[src/rtl/operand_fetch.sv]
// Issue stage ahead of the integer ALU: decodes RV32I ALU-class instructions, reads the
// register file with write-back bypass and ALU-result forwarding, and stalls on pending registers.
module operand_fetch (
   input  logic        clk,
   input  logic        rst,
   input  logic        in_valid,
   output logic        in_ready,
   input  logic [31:0] in_ir,
   input  logic [31:0] in_pc,
   input  logic        wb_en,
   input  logic [4:0]  wb_rd,
   input  logic [31:0] wb_data,
   input  logic        lock_en,
   input  logic [4:0]  lock_rd,
   input  logic [31:0] alu_rslt,
   output logic        out_valid,
   output logic [4:0]  opcode,
   output logic [2:0]  funct3,
   output logic [6:0]  funct7,
   output logic [31:0] opd1,
   output logic [31:0] opd2,
   output logic [4:0]  out_rd
);
   localparam int unsigned XLEN = 32;
   localparam int unsigned NREG = 32;
   localparam int unsigned RW   = 5;

   localparam logic [4:0] OPC_OP    = 5'b01100;
   localparam logic [4:0] OPC_OPIMM = 5'b00100;
   localparam logic [4:0] OPC_LUI   = 5'b01101;
   localparam logic [4:0] OPC_AUIPC = 5'b00101;

   logic [XLEN-1:0] rf [NREG];
   logic [NREG-1:0] pend, pend_n;
   logic [XLEN-1:0] opd1_q, opd2_q;
   logic            fwd1_q, fwd2_q;

   logic [RW-1:0]   dec_opc, rs1, rs2, rd;
   logic            is_op, is_opimm, is_lui, is_auipc, is_alu;
   logic            uses_rs1, uses_rs2, accept, fwd1_d, fwd2_d;
   logic [XLEN-1:0] rs1_val, rs2_val, imm_i, imm_u, opd1_d, opd2_d;
   logic [2:0]      f3_d;
   logic [6:0]      f7_d;
   logic            unused_ir;

   assign unused_ir = ^in_ir[1:0];

   // Decode, register read with write-first bypass, and operand selection
   always_comb begin
      dec_opc  = in_ir[6:2];
      rs1      = in_ir[19:15];
      rs2      = in_ir[24:20];
      rd       = in_ir[11:7];
      is_op    = (dec_opc == OPC_OP);
      is_opimm = (dec_opc == OPC_OPIMM);
      is_lui   = (dec_opc == OPC_LUI);
      is_auipc = (dec_opc == OPC_AUIPC);
      is_alu   = is_op | is_opimm | is_lui | is_auipc;
      uses_rs1 = is_op | is_opimm;
      uses_rs2 = is_op;

      imm_i = {{20{in_ir[31]}}, in_ir[31:20]};
      imm_u = {in_ir[31:12], 12'b0};

      rs1_val = '0;
      if (rs1 != '0)
         rs1_val = (wb_en && (wb_rd == rs1)) ? wb_data : rf[rs1];
      rs2_val = '0;
      if (rs2 != '0)
         rs2_val = (wb_en && (wb_rd == rs2)) ? wb_data : rf[rs2];

      opd1_d = rs1_val;
      if (is_lui)
         opd1_d = '0;
      else if (is_auipc)
         opd1_d = in_pc;

      opd2_d = imm_u;
      if (is_op)
         opd2_d = rs2_val;
      else if (is_opimm)
         opd2_d = imm_i;

      f3_d = in_ir[14:12];
      f7_d = in_ir[31:25];
      if (is_lui || is_auipc) begin
         f3_d = 3'b000;
         f7_d = 7'b0000000;
      end

      // The instruction issuing now delivers its result on alu_rslt next cycle
      fwd1_d = uses_rs1 && out_valid && (out_rd != '0) && (out_rd == rs1);
      fwd2_d = uses_rs2 && out_valid && (out_rd != '0) && (out_rd == rs2);

      in_ready = !(uses_rs1 && pend[rs1]) && !(uses_rs2 && pend[rs2]) &&
                 !((rd != '0) && pend[rd]);
      accept   = in_valid && in_ready;
   end

   // Scoreboard: a lock in the same cycle as a write-back to that register wins
   always_comb begin
      pend_n = pend;
      if (wb_en && (wb_rd != '0))
         pend_n[wb_rd] = 1'b0;
      if (lock_en && (lock_rd != '0))
         pend_n[lock_rd] = 1'b1;
      pend_n[0] = 1'b0;
   end

   always_ff @(posedge clk) begin
      if (rst) begin
         pend      <= '0;
         out_valid <= 1'b0;
         opcode    <= '0;
         funct3    <= '0;
         funct7    <= '0;
         opd1_q    <= '0;
         opd2_q    <= '0;
         out_rd    <= '0;
         fwd1_q    <= 1'b0;
         fwd2_q    <= 1'b0;
      end else begin
         pend      <= pend_n;
         out_valid <= accept && is_alu;
         fwd1_q    <= accept && fwd1_d;
         fwd2_q    <= accept && fwd2_d;
         if (accept) begin
            opcode <= dec_opc;
            funct3 <= f3_d;
            funct7 <= f7_d;
            opd1_q <= opd1_d;
            opd2_q <= opd2_d;
            out_rd <= rd;
         end
      end
   end

   // Register file storage; x0 is never written
   always_ff @(posedge clk) begin
      if (wb_en && (wb_rd != '0))
         rf[wb_rd] <= wb_data;
   end

   assign opd1 = fwd1_q ? alu_rslt : opd1_q;
   assign opd2 = fwd2_q ? alu_rslt : opd2_q;

endmodule
[config.mk]
export PLATFORM = sky130hd
export DESIGN_NAME = operand_fetch
export DESIGN_NICKNAME = d
export VERILOG_FILES = /design/src/rtl/operand_fetch.sv
export SDC_FILE = /design/constraint.sdc
export NUM_CORES = 2
export LEC_CHECK = 0
export CAP_MARGIN = 20
export CORE_MARGIN = 3
export CORE_UTILIZATION = 42
export CTS_CLUSTER_SIZE = 40
export DETAILED_ROUTE_END_ITERATION = 8
export DONT_BUFFER_PORTS = 1
export GPL_TIMING_DRIVEN = 0
export PLACE_DENSITY = 0.62
export SETUP_SLACK_MARGIN = 0.2
export SYNTH_ARGS = -nofsm -noshare
export SYNTH_HDL_FRONTEND = slang
export SYNTH_SLANG_ARGS = --single-unit
[constraint.sdc]
create_clock -name clk -period 3.3 [get_ports clk]
set_clock_uncertainty 0.15 [all_clocks]
set_input_delay 0.66 -clock clk [delete_from_list [all_inputs] [get_ports clk]]
set_output_delay 0.66 -clock clk [all_outputs]
set_load 0.005 [all_outputs]
### Word-level counts from Yosys, hierarchy flattened

Memory sizes are Yosys's and may differ from the RTL's.
Cells that the tools add are included.

* $lt $le $gt $ge: 7
* equality and inequality tests: 8
* muxes and demuxes: 26
* bitwise operators: 6
* reduce and logical (&&, ||, !) cells: 31

Operator list (count)
* 32-bit 2-to-1 mux: 11
* 32-bit AND: 1
* 32-bit NOT: 1
* 32-bit OR: 1
* 31-bit 2-to-1 mux: 1
* 5-bit by 6-bit < comparator with 1-bit output (second input constant): 5
* 5-bit nonzero test: 6
* 1-bit logical AND: 21
* 5-bit == test: 4
* 1-bit binary-select mux with 5-bit select: 3
* 1-bit demux with 5-bit select: 2
* 5-bit by 3-bit == test with 1-bit output (second input constant): 2
* 5-bit by 4-bit == test with 1-bit output (second input constant): 2
* 5-bit by 1-bit greater-or-equal comparator with 1-bit output (second input constant): 2
* 1-bit 2-to-1 mux: 7
* 7-bit 2-to-1 mux: 1
* 1-bit zero test: 3
* 3-bit 2-to-1 mux: 1
* 1-bit OR: 3
* 1-bit logical OR: 1

* register bits: 119
* RAM bits: 1024
* bits of input ports: 143
* output and inout bits: 86
* word-level logic and storage cells: 90
* memories kept: 1

Memory list
* rf: depth 32, width 32, read ports 2, clocked after memory_dff 0, wr ports 1, line 33 `logic [XLEN-1:0] rf [NREG];`

### Longest topological paths before layout

* depth after elaboration: 9
* gate-level depth with buffers: 12
* gate-level depth less buffers: 7

### Worst setup path after synthesis

No wires, ideal clock.

* path type: input -> register
* start point: in wb_rd[2]
* end point: mem rf[28][0] (enable)
* library setup time: 0.421 ns
* arrival: 2.959 ns
* required time: 2.729 ns
* setup slack: -0.231 ns
* stages: 6
* path buffers: 3
* cell sequence: clkbuf_1 -> or3_1 -> clkbuf_1 -> nand3_1 -> clkbuf_1 -> nor2_1

* cells in the longest elaborated chain, start to end: 4

RTL lines
* from (decl): line 11 `input logic [4:0] wb_rd,`
* 5-bit nonzero test: line 140 `if (wb_en && (wb_rd != '0))`
* 1-bit logical AND: line 140
* 1-bit 2-to-1 mux: line 140
* 1-bit 2-to-1 mux (implied by the code): line 141 `rf[wb_rd] <= wb_data;`
* to (decl): line 33

Several ways; a longest one is shown, not always the timed one.

### Final worst setup path

* start point: in in_ir[17]
* end point: reg opd1_q[29]

* cells in the longest elaborated chain, start to end: 7
* elaborated cells on any way between the ends: 15
* those cells by class: 1 x eq/ne; 6 x mux; 7 x reduce/logical; 1 x memory

RTL lines
* from (decl): line 8 `input logic [31:0] in_ir,`
* parallel branches: the longest is 7 deep, another holds memory 32 x 32 bit
* to (signal assigned): line 131 `opd1_q <= opd1_d;`
* to (decl): line 35 `logic [XLEN-1:0] opd1_q, opd2_q;`

Parallel ways; which one is timed is not known. The select of a mux whose other input is x is not followed.
A chain may end at the register's enable or synchronous reset.

==> results.cfg <==
[timing]
fin_ws_ns = -0.0932
hold_violations = 0
max-slew-margin-rel = -0.0155
fin_setup_tns_ns = -0.425
setup_viol_count_final = 10
whs_ns = 0.0371
rsz0062_at_grt = yes
worst_pin_slew_ns = 1.52
fin_crit_sh = 1.03
period_needed_ns = 3.39
clock.fmax_mhz = 295
slew_violations = 11

[clocking]
cts_buffers = 115
cts-htree-levels = 3
cts_num_sinks = 1142
clk_pin_slew_ns = 0.06
cts_root_buf = clkbuf_16
clkLatencyLatePin_ns = 0.76
cts.path.max_buffers = 3
cts_tree = built

[routing]
wl_met3_um = 33100
top_layer = met5
vias = 36400
vias_per_cell = 7.28
drt_pass1_iterations = 9
avgRoutedWirePerCell_um = 44.7
dr_wl_met2_um = 96500
met1Wirelength_um = 74600
route.detailed.drc = 25
ant_nets = 0
drt_iter0_markers = 6638
routed_wl_um = 223000

[finish]
syn_to_final_growth_pct = 21.5
fill_cells = 9903
layout.cells.non_filler = 5001
seqCellArea_um2 = 33100
layout-drive-gt1-share = 0.425
final_area_um2 = 65100
multiInputGateArea_um2 = 21100
final_nets = 3365

[logic_synthesis]
avgSynthCellArea_um2 = 18.5
synth_adder_area_share = 0
ys.flop_type = edfxtp_1
synth_compound_area_frac = 0.0538
synth_cells = 2901
yosys.area_share.xor_xnor = 0.00327
async_flop_share = 0
synth_edf_count = 1024
yosysWarnings = 0
ys_types = 58
ys_ff_latch = 1142
syn-cell-area_um2 = 53600
synthSimpleGateAreaFrac = 0.0340
synth_top_family_by_area = multiplexers
synth.area.mux_share = 0.269
ys_seq_area_frac = 0.618

[setup_path]
start_kind = primary input
critPathRequiredTime_ns = 3.81
critPathMaxFanout = 8
endpoint_kind = flop
worst_ep_arrival_time_ns = 3.91
critPathKind = in2reg

[outcome]
violations = DRC, capacitance limit, slew limit, setup timing
status = complete, but fails checks

[global_routing]
grt_pass1_vias = 34900
overflow = 0
antenna_found_initial = 32
grt_max_degree = 33
grt_pass1_wl_um = 293000
grt_util_all_layers = 0.330

[run]
maxCapViolations = 1

[floorplanning]
num_rows = 130
start_util = 0.425
die_x_um = 363
coreArea_um2 = 126000
fp.dieArea_um2 = 132000
num_io_pins = 229
die_y_um = 363

[power]
p_per_area_nw_per_um2 = 517
ir_drop_mv = 0.389
p_total_w = 0.0337
p_leak_nw = 20.7

[placed_design]
routabilityCongestion = 1.05
dpl_cell_area_um2 = 57300
dp.cells = 4650
dp_hpwl_um = 152000
place.port_buffers = 0

[min_path]
hold_class = in2reg
==> cell usage after synthesis, types with 5 or more instances <==
cell type / number / area, um^2
and3_1: 13 / 81.3
nor3b_1: 6 / 45.0
mux4_2: 580 / 13100
a2111oi_0: 33 / 289
xor2_1: 5 / 43.8
a221oi_1: 52 / 455
nor3_1: 18 / 90.1
a21oi_1: 75 / 375
o22ai_1: 65 / 407
a22oi_1: 18 / 135
buf_4: 7 / 52.6
nand2_1: 52 / 195
xnor2_1: 15 / 131
edfxtp_1: 1024 / 30700
nor2_1: 107 / 402
dfxtp_1: 118 / 2360
a222oi_1: 9 / 90.1
a211oi_1: 12 / 90.1
a221o_1: 33 / 330
nor2b_1: 8 / 50.1
nand2b_1: 75 / 469
o21ai_0: 32 / 160
a311oi_1: 14 / 123
clkbuf_1: 143 / 537
buf_2: 63 / 315
nand3_1: 57 / 285
o211ai_1: 43 / 323
buf_1: 45 / 169
mux2i_1: 55 / 551
inv_1: 8 / 30.0
mux2_2: 73 / 822
==> final timing paths <==
path,startpoint,end,slack [ns],depth (start not counted)
setup / recovery,in_ir[17],opd1_q[29]$_SDFFE_PP0P_,-0.09,11
hold / removal,lock_rd[2],pend[15]$_SDFF_PP0_,0.04,4
setup reg to reg,pend[13]$_SDFF_PP0_,opd1_q[22]$_SDFFE_PP0P_,0.06,12
hold reg to reg,opd1_q[22]$_SDFFE_PP0P_,opd1_q[22]$_SDFFE_PP0P_,0.32,2
==> area by class of cell <==
class | instances | area share
well taps | 1650 | 0.0317
flip-flops and latches | 1142 | 0.509
plain buffers | 262 | 0.0285
clock buffers | 158 | 0.0500
repair buffers | 172 | 0.0465
multi-input cells | 1520 | 0.325
clock inverters | 59 | 0.00834
inverters | 9 | 0.000519
diodes | 29 | 0.00111
==> sequential cells by signal, summed over array words and instances, names as in the netlist <==
register	cells
rf	1024
opd1_q	32
opd2_q	32
pend	31
funct7	7
opcode	5
out_rd	5
funct3	3
fwd1_q	1
fwd2_q	1
out_valid	1
==> worst max-delay path, cell delays in order <==
cell and delay, ns:
clkbuf_2 0.18, inv_1 0.32, or3_1 0.34, clkbuf_2 0.34, clkbuf_1 0.34, buf_8 0.25
o22ai_1 0.22, a2111oi_2 0.55, a221o_1 0.40, nand3_4 0.10, a21oi_2 0.19
==> stage by stage <==
stage,utilization,setup WS [ns]
global route,0.516,-0.0687
floorplan,-,-0.231
finish,0.517,-0.0932
global placement,0.443,-3.17
CTS,0.501,-0.0165
detailed placement,0.454,-2.05
==> routing by layer <==
metal,GRT usage,vias up
met1,0.406,19000
met3,0.132,813
met2,0.484,3421
met4,0.212,24
met5,0.0370,-
li1,-,13200
==> layout by cell type, fill, tap and decap left out, types with 14 or more instances in the layout <==
cell | netlist | routed
clkbuf_1 | 143 | 84
a221oi_1 | 52 | 23
clkbuf_16 | 0 | 136
mux2i_1 | 55 | 54
a221oi_2 | 0 | 20
buf_4 | 7 | 43
clkinv_1 | 1 | 25
conb_1 | 1 | 32
clkbuf_8 | 0 | 15
nand3_2 | 0 | 14
clkinv_2 | 0 | 18
buf_6 | 4 | 21
nand2_1 | 52 | 51
buf_16 | 0 | 17
a21oi_1 | 75 | 36
mux2_2 | 73 | 72
clkbuf_2 | 0 | 55
buf_12 | 0 | 83
buf_8 | 0 | 32
nor2_4 | 0 | 55
nand2b_4 | 0 | 19
nand3_1 | 57 | 21
mux4_2 | 580 | 580
o21ai_0 | 32 | 32
dlygate4sd3_1 | 0 | 35
a22oi_1 | 18 | 18
diode_2 | 0 | 29
o22ai_1 | 65 | 64
xnor2_1 | 15 | 15
dfxtp_1 | 118 | 109
nand2b_1 | 75 | 56
clkbuf_4 | 0 | 26
o211ai_1 | 43 | 43
a21oi_2 | 0 | 39
nand3_4 | 0 | 22
buf_2 | 63 | 34
nor2_1 | 107 | 47
a221o_1 | 33 | 33
edfxtp_1 | 1024 | 1024
==> report_power, final <==
part	switching [W]	total, W	internal [W]	leakage, nW
clock	0.00578	0.0134	0.00757	1.85
combinational	0.00240	0.00411	0.00171	8.60
sequential	0.000208	0.0162	0.0160	10.2
==> cell families (layout without fill, tap and decap cells) <==
family | Yosys count | count (layout)
XOR/XNOR | 20 | 20
buffers and inverters | 271 | 660
AND/OR/NAND/NOR | 360 | 361
other | 1 | 61
flip-flops | 1142 | 1142
AO/OA/AOI/OAI | 399 | 399
multiplexers | 708 | 708
==> timing repair <==
| action | CTS | global route |
|---|---|---|
| pin swaps | 47 | 78 |
| gates resized for setup | 415 | 284 |
| gates cloned | 1 | 13 |
| endpoints found under the hold margin | 1062 | 0 |
| hold buffers | 56 | 0 |
| endpoints found under the setup margin | 206 | 112 |
| setup buffers | 9 | 13 |
No activity file was read; power rests on OpenSTA's default activity.
